[src/rtl/ahb_apb_pkg.sv]
// Shared encodings, address-map constants and error-FSM state type for the AHB slave interface.
package ahb_apb_pkg;

   localparam logic [1:0] HTRANS_IDLE   = 2'b00;
   localparam logic [1:0] HTRANS_BUSY   = 2'b01;
   localparam logic [1:0] HTRANS_NONSEQ = 2'b10;
   localparam logic [1:0] HTRANS_SEQ    = 2'b11;

   localparam logic [1:0] HRESP_OKAY  = 2'b00;
   localparam logic [1:0] HRESP_ERROR = 2'b01;

   localparam logic [31:0] REGION0_BASE  = 32'h8000_0000;
   localparam logic [31:0] REGION0_LIMIT = 32'h83FF_FFFF;
   localparam logic [31:0] REGION1_BASE  = 32'h8400_0000;
   localparam logic [31:0] REGION1_LIMIT = 32'h87FF_FFFF;
   localparam logic [31:0] REGION2_BASE  = 32'h8800_0000;
   localparam logic [31:0] REGION2_LIMIT = 32'h8BFF_FFFF;

   typedef enum logic [1:0] {
      ST_OK   = 2'b00,
      ST_ERR1 = 2'b01,
      ST_ERR2 = 2'b10
   } err_state_t;

   // Only NONSEQ and SEQ carry a real transfer; IDLE and BUSY never do.
   function automatic logic is_active(input logic [1:0] htrans);
      return (htrans == HTRANS_NONSEQ) || (htrans == HTRANS_SEQ);
   endfunction

endpackage

[src/rtl/ahb_addr_decode.sv]
// Combinational address decoder producing the one-hot peripheral select.
module ahb_addr_decode
   import ahb_apb_pkg::*;
(
   input  logic [31:0] HADDR,
   output logic [2:0]  tempselx
);

   always_comb begin
      tempselx = 3'b000;
      if (HADDR >= REGION0_BASE && HADDR <= REGION0_LIMIT)
         tempselx = 3'b001;
      else if (HADDR >= REGION1_BASE && HADDR <= REGION1_LIMIT)
         tempselx = 3'b010;
      else if (HADDR >= REGION2_BASE && HADDR <= REGION2_LIMIT)
         tempselx = 3'b100;
   end

endmodule

[src/rtl/ahb_slave_if.sv]
// AHB slave front end: decode, address/data pipeline and two-cycle ERROR response.
// Define AHB_SLV_ERR_RESP_EN to build the error-response FSM; otherwise unmapped accesses are dropped.
module ahb_slave_if
   import ahb_apb_pkg::*;
(
   input  logic        HCLK,
   input  logic        HRESETn,
   input  logic        HWRITE,
   input  logic        HREADYin,
   input  logic [1:0]  HTRANS,
   input  logic [31:0] HADDR,
   input  logic [31:0] HWDATA,
   input  logic        apb_hready,
   output logic        HREADYout,
   output logic [1:0]  HRESP,
   output logic        valid,
   output logic [2:0]  tempselx,
   output logic [31:0] haddr1,
   output logic [31:0] haddr2,
   output logic [31:0] hwdata1,
   output logic [31:0] hwdata2,
   output logic        hwritereg
);

   logic accept;

   ahb_addr_decode u_decode (
      .HADDR    (HADDR),
      .tempselx (tempselx)
   );

   assign accept = HREADYin && HREADYout && is_active(HTRANS);
   assign valid  = accept && (tempselx != 3'b000);

`ifdef AHB_SLV_ERR_RESP_EN
   err_state_t state;
   logic       err_stall;
   logic       unmapped_hit;

   assign unmapped_hit = accept && (tempselx == 3'b000);

   // ERR1 stalls the master, ERR2 completes the ERROR; ERR2 still accepts a new transfer.
   always_ff @(posedge HCLK or negedge HRESETn) begin
      if (!HRESETn) begin
         state     <= ST_OK;
         HRESP     <= HRESP_OKAY;
         err_stall <= 1'b0;
      end else begin
         case (state)
            ST_OK: begin
               if (unmapped_hit) begin
                  state     <= ST_ERR1;
                  HRESP     <= HRESP_ERROR;
                  err_stall <= 1'b1;
               end
            end
            ST_ERR1: begin
               state     <= ST_ERR2;
               HRESP     <= HRESP_ERROR;
               err_stall <= 1'b0;
            end
            ST_ERR2: begin
               if (unmapped_hit) begin
                  state     <= ST_ERR1;
                  HRESP     <= HRESP_ERROR;
                  err_stall <= 1'b1;
               end else begin
                  state     <= ST_OK;
                  HRESP     <= HRESP_OKAY;
                  err_stall <= 1'b0;
               end
            end
            default: begin
               state     <= ST_OK;
               HRESP     <= HRESP_OKAY;
               err_stall <= 1'b0;
            end
         endcase
      end
   end

   assign HREADYout = (state == ST_OK) ? apb_hready : !err_stall;
`else
   assign HRESP     = HRESP_OKAY;
   assign HREADYout = apb_hready;
`endif

   // The pipeline freezes whenever the master is being stalled.
   always_ff @(posedge HCLK or negedge HRESETn) begin
      if (!HRESETn) begin
         haddr1    <= '0;
         haddr2    <= '0;
         hwdata1   <= '0;
         hwdata2   <= '0;
         hwritereg <= 1'b0;
      end else if (HREADYout) begin
         haddr1    <= HADDR;
         haddr2    <= haddr1;
         hwdata1   <= HWDATA;
         hwdata2   <= hwdata1;
         hwritereg <= HWRITE;
      end
   end

endmodule
[config.mk]
export PLATFORM = sky130hd
export DESIGN_NAME = ahb_slave_if
export DESIGN_NICKNAME = d
export VERILOG_FILES = /design/src/rtl/ahb_apb_pkg.sv /design/src/rtl/ahb_addr_decode.sv /design/src/rtl/ahb_slave_if.sv
export SDC_FILE = /design/constraint.sdc
export NUM_CORES = 1
export LEC_CHECK = 0
export BUFFER_PORTS_ARGS = -buffer_cell sky130_fd_sc_hd__buf_2
export CAP_MARGIN = 20
export CORE_ASPECT_RATIO = 1.5
export CORE_MARGIN = 8
export CORE_UTILIZATION = 30
export DETAILED_ROUTE_END_ITERATION = 12
export GPL_TIMING_DRIVEN = 0
export PLACE_DENSITY = 0.6
export SLEW_MARGIN = 20
export SYNTH_ARGS = -nofsm -noshare
export SYNTH_HDL_FRONTEND = slang
export SYNTH_HIERARCHICAL = 1
export SYNTH_SLANG_ARGS = --single-unit
export TNS_END_PERCENT = 50
[constraint.sdc]
create_clock -name HCLK -period 1.95 [get_ports HCLK]
set_input_delay 0.4875 -clock HCLK [delete_from_list [all_inputs] [get_ports HCLK]]
set_output_delay 0.4875 -clock HCLK [all_outputs]
set_load 0.005 [all_outputs]
### Word level (Yosys, flattened, before mapping)

Cells that the tools add are included.
Widths: inputs -> output; s select.

| storage, ports and cells | value |
|---|---|
| output and inout port bits | 136 |
| word-level logic and storage cells | 24 |
| register bits | 129 |
| input port bits | 71 |

| operators by class | value |
|---|---|
| multiplexer cells | 3 |
| eq/ne operators | 2 |
| reduce and logical (&&, ||, !) cells | 8 |
| magnitude comparators | 6 |

Operators by type and width:

| cell | number |
|---|---|
| $ge 32x32->1 const B | 3 |
| $le 32x32->1 const B | 3 |
| $mux 3 | 3 |
| $logic_and 1x1->1 | 6 |
| $eq 2x2->1 const B | 2 |
| $reduce_bool 3->1 | 1 |
| $logic_or 1x1->1 | 1 |

### Logic depth before layout (Yosys ltp)

| logic depth | value |
|---|---|
| depth after elaboration | 7 |
| mapped depth | 4 |
| mapped depth without buffers | 4 |

### Hierarchy

Netlist, hierarchy kept.

Modules (own cells, without submodules):

| module | instances | cells an instance | area an instance (sq um) | seq. area each (sq um) |
|---|---|---|---|---|
| ahb_slave_if | 1 | 279 | 4,855.9 | 3,228.1 |
| ahb_addr_decode | 1 | 4 | 43.8 | 0.0 |

### Least setup slack after synthesis

Ideal clock, no wire load.

| timing | value |
|---|---|
| kind | input-to-output |
| start point | in HADDR[30] |
| end point | out valid |
| data arrival time | 1,476 ps |
| slack | -14 ps |
| cell stages on the path | 4 |
| data required time | 1,462 ps |
| buffers on the path | 0 |
| path through | or4b_4 nor3_1 nor3_1 nor2_1 |

| between the ends | value |
|---|---|
| elaborated cells on any way between the ends | 14 |
| those cells by class | 6 x order compare; 3 x mux; 5 x reduce/logical |

RTL lines:

| element | RTL line | text |
|---|---|---|
| start: declaration | ahb_slave_if.sv:11 | `input logic [31:0] HADDR,` |
| $ge 32x32->1 / $le 32x32->1 (equally long branches) | ahb_addr_decode.sv:13 | `else if (HADDR >= REGION1_BASE && HADDR <= REGION1_LIMIT)` |
| $logic_and 1x1->1 | ahb_addr_decode.sv:13 |  |
| $mux 3 | ahb_addr_decode.sv:13 |  |
| $mux 3 (*) | ahb_addr_decode.sv:11 | `if (HADDR >= REGION0_BASE && HADDR <= REGION0_LIMIT)` |
| via tempselx[0] | ahb_slave_if.sv:17 | `output logic [2:0] tempselx,` |
| $reduce_bool 3->1 (*) | ahb_slave_if.sv:33 | `assign valid = accept && (tempselx != 3'b000);` |
| $logic_and 1x1->1 (*) | ahb_slave_if.sv:33 |  |
| end: declaration | ahb_slave_if.sv:16 | `output logic valid,` |

The timed path passes the listed nets; every way through them passes the cells marked *.

### Worst setup path after layout

| timing | value |
|---|---|
| start point | in HADDR[28] |
| end point | out valid |

| between the ends | value |
|---|---|
| longest elaborated chain between the ends | 7 |
| elaborated cells on any way between the ends | 14 |
| those cells by class | 6 x order compare; 3 x mux; 5 x reduce/logical |

Ends and longest elaborated chain:

| element | RTL line | text |
|---|---|---|
| $ge 32x32->1 / $le 32x32->1 (equally long branches) | ahb_addr_decode.sv:15 | `else if (HADDR >= REGION2_BASE && HADDR <= REGION2_LIMIT)` |
| $logic_and 1x1->1 | ahb_addr_decode.sv:15 |  |
| $mux 3 | ahb_addr_decode.sv:15 |  |
| $mux 3 | ahb_addr_decode.sv:13 |  |
| $mux 3 (*) | ahb_addr_decode.sv:11 |  |
| $reduce_bool 3->1 (*) | ahb_slave_if.sv:33 |  |
| $logic_and 1x1->1 (*) | ahb_slave_if.sv:33 |  |

Mark *: on every way between the ends. The rest lies on a longest branch, timed or not.

==> flow_metrics.env <==
export IMPL_status="finished, violations left"
export IMPL_violations="setup timing"
export IMPL_period_share=1.083
export IMPL_cts_setup_buffers=0
export IMPL_numCtsBuffers=17
export IMPL_postRouteAntennaNets=0
export IMPL_diodes=0
export IMPL_totalWireLength_um=12690
export IMPL_final_cell_mix="202 x buf_2, 129 x mux2_2, 129 x dfrtp_1, 17 x clkbuf_16, 13 x buf_6"
export IMPL_path_clk_slew_ns=0.06
export IMPL_yosysWarnings=6
export IMPL_critPathRequiredTime_ns=1.46
export IMPL_ys_ff_latch=129
export IMPL_core_area_um2=16120
export IMPL_drc=0
export IMPL_p_clk_frac=0.436
export IMPL_nFillCells=1555
export IMPL_track_usage=0.1271
export IMPL_antenna_found_initial=0
export IMPL_ios=207
export IMPL_min_path_type="in2async"
export IMPL_postLayoutCellArea_um2=6832
export IMPL_switching_share=0.2465
export IMPL_p_sw_w=0.001838
export IMPL_crit_fanout=3
export IMPL_rows=57
export IMPL_rsz0062_at_grt="yes"
export IMPL_synth_seq_area_share=0.6588
export IMPL_die_w_um=120.3
export IMPL_avgSynthCellArea_um2=17.31
export IMPL_max_freq_ghz=0.4735
export IMPL_p_per_area_nw_per_um2=1092
export IMPL_yosys_area_top_type="dfrtp_1"
export IMPL_insertion_delay_ns=0.41
export IMPL_power_leakage_nw=3.243
export IMPL_dr_total_vias=3163
export IMPL_critPathMaxStageDelay_ns=0.56
export IMPL_cts_hold_buffers=0
export IMPL_worstPathArrival_ns=1.62
export IMPL_gp_congestion=0.7212
export IMPL_initial_core_util=0.3040
export IMPL_grt_pass1_wl_um=20440
export IMPL_cts_sinks=129
export IMPL_cp_end_kind="output port"
export IMPL_fin_crit_ns=2.112
export IMPL_cts_htree_levels=4
export IMPL_grt_pass1_vias=3511
export IMPL_finalSetupViolCount=3
export IMPL_dieArea_um2=20760
export IMPL_drive_gt1_frac=0.7418
export IMPL_wire_per_inst_um=17.50
export IMPL_p_total_w=0.007458
export IMPL_placed_area_um2=6211
export IMPL_ir_drop_v=0.0004020
export IMPL_finalHoldViolations=0
export IMPL_synth_top_area_share=0.6588
export IMPL_worstMarginPinSlew_ns=0.5891
export IMPL_p_int_w=0.005619
export IMPL_cts_buffer_depth=2
export IMPL_layout_commonest_cell="buf_2"
export IMPL_maxSlewViolCount=0
export IMPL_drtPass1Iterations=4
export IMPL_pwr_share_comb=0.135
export IMPL_path_cells="buf_6, or4b_4, nor3b_2, nor3_1, nor2_1, buf_2"
export IMPL_start_kind="primary input"
export IMPL_cts_tree="done"
export IMPL_root_buffer="clkbuf_16"
export IMPL_seq_power_share=0.429
export IMPL_slew_headroom=0.6073
export IMPL_stdcell_count=725
export IMPL_grt_max_degree=67
export IMPL_globalRouteOverflowTotal=0
export IMPL_rrSetupSlack_ns=1.15
export IMPL_synth_cells=283
export IMPL_worst_slack_ns=-0.1621
export IMPL_drt_iter0_drc=133
export IMPL_syn2layout_area_growth_pct=39.43
export IMPL_syn_area_um2=4900
export IMPL_synth_top_cells_by_area="dfrtp_1 66%, mux2_2 30%, buf_6 2.3%"
export IMPL_place_inst=693
export IMPL_cpMaxStageDelayCell="or4b_4"
export IMPL_whs_ns=0.05299
export IMPL_dp_hpwl_um=9688
export IMPL_crit_type="in2out"
export IMPL_vias_per_cell=4.363
export IMPL_die_y_um=172.5
export IMPL_cap_violations=0
export IMPL_nets=577
export IMPL_ys_types=11
export IMPL_fin_worst_skew_ns=0.008846
export IMPL_port_buffers=202
[per-layer routing]
metal	track usage	share of wire
met1	0.1309	0.37
met2	0.2290	0.55
met3	0.03868	0.063
met4	0.05698	0.019
met5	0	0
[critical path, delay by kind of cell]
family / cells / cell delay (ns)
simple gates: 4 / 0.93
buf+inv: 2 / 0.21
[power by group through the flow]
| stage | Combinational (W) | Sequential (W) | Clock, W |
|---|---|---|---|
| floorplan | 0.000404 | 0.00327 | 0 |
| global placement | 0.00102 | 0.00323 | 0 |
| detailed placement | 0.00105 | 0.00325 | 0 |
| CTS | 0.00105 | 0.00320 | 0.00336 |
| global route | 0.00111 | 0.00325 | 0.00348 |
| finish | 0.00101 | 0.00320 | 0.00325 |
[cell type report]
class / count / area (µm²) / share of cell area
Timing Repair Buffer: 203 / 1057 / 0.1548
Buffer: 17 / 157.7 / 0.02308
Multi-Input combinational cell: 138 / 1523 / 0.2229
Clock inverter: 15 / 182.7 / 0.02674
Sequential cell: 129 / 3228 / 0.4725
Clock buffer: 17 / 425.4 / 0.06227
Tap cell: 206 / 257.7 / 0.03773
[per-stage QoR]
step / worst slack [ns] / utilization / TNS [ns]
2_1_floorplan: 0.006577 / - / 0
3_5_place_dp: -0.2027 / 0.3853 / -0.3394
4_1_cts: -0.1591 / 0.4238 / -0.2251
5_1_grt: -0.2053 / 0.4238 / -0.2948
3_3_place_gp: -1.215 / 0.3832 / -155.55
6_report: -0.1621 / 0.4238 / -0.2328
[path summary, 6_finish.rpt]
kind | startpoint | end | cells past startpoint
worst min-delay path | HRESETn | haddr2[28]$_DFFE_PN0P_ | 1
max in group asynchronous | HRESETn | haddr2[9]$_DFFE_PN0P_ | 2
worst max-delay path | HADDR[28] | valid | 6
worst min register to register | haddr2[17]$_DFFE_PN0P_ | haddr2[17]$_DFFE_PN0P_ | 1
min in group HCLK | HADDR[28] | haddr1[28]$_DFFE_PN0P_ | 2
worst max register to register | hwdata1[7]$_DFFE_PN0P_ | hwdata2[7]$_DFFE_PN0P_ | 1
[registers in the layout, summed over array words and instances, names as in the netlist]
register   cells
haddr1        32
haddr2        32
hwdata1       32
hwdata2       32
hwritereg      1
[cell usage after synthesis (all sizes together)]
library cell,instances
dfrtp,129
or4b,1
nor3b,2
nor3,2
mux2,129
conb,1
buf,17
nand3,1
nor2,1
[what timing repair did]
| item | in CTS | in global routing |
|---|---|---|
| gates resized for setup | 2 | 0 |
| pin swaps | 5 | 1 |
| endpoints found under the setup margin | 4 | 3 |
| cloned | 0 | 0 |
[logic make-up after synthesis]
family | share of synthesized area
other | 0.0007654
DFF | 0.6588
muxes | 0.2965
and+or+nand+nor | 0.01174
buffers and inverters | 0.03218
Power figures use the tool's default switching activity.
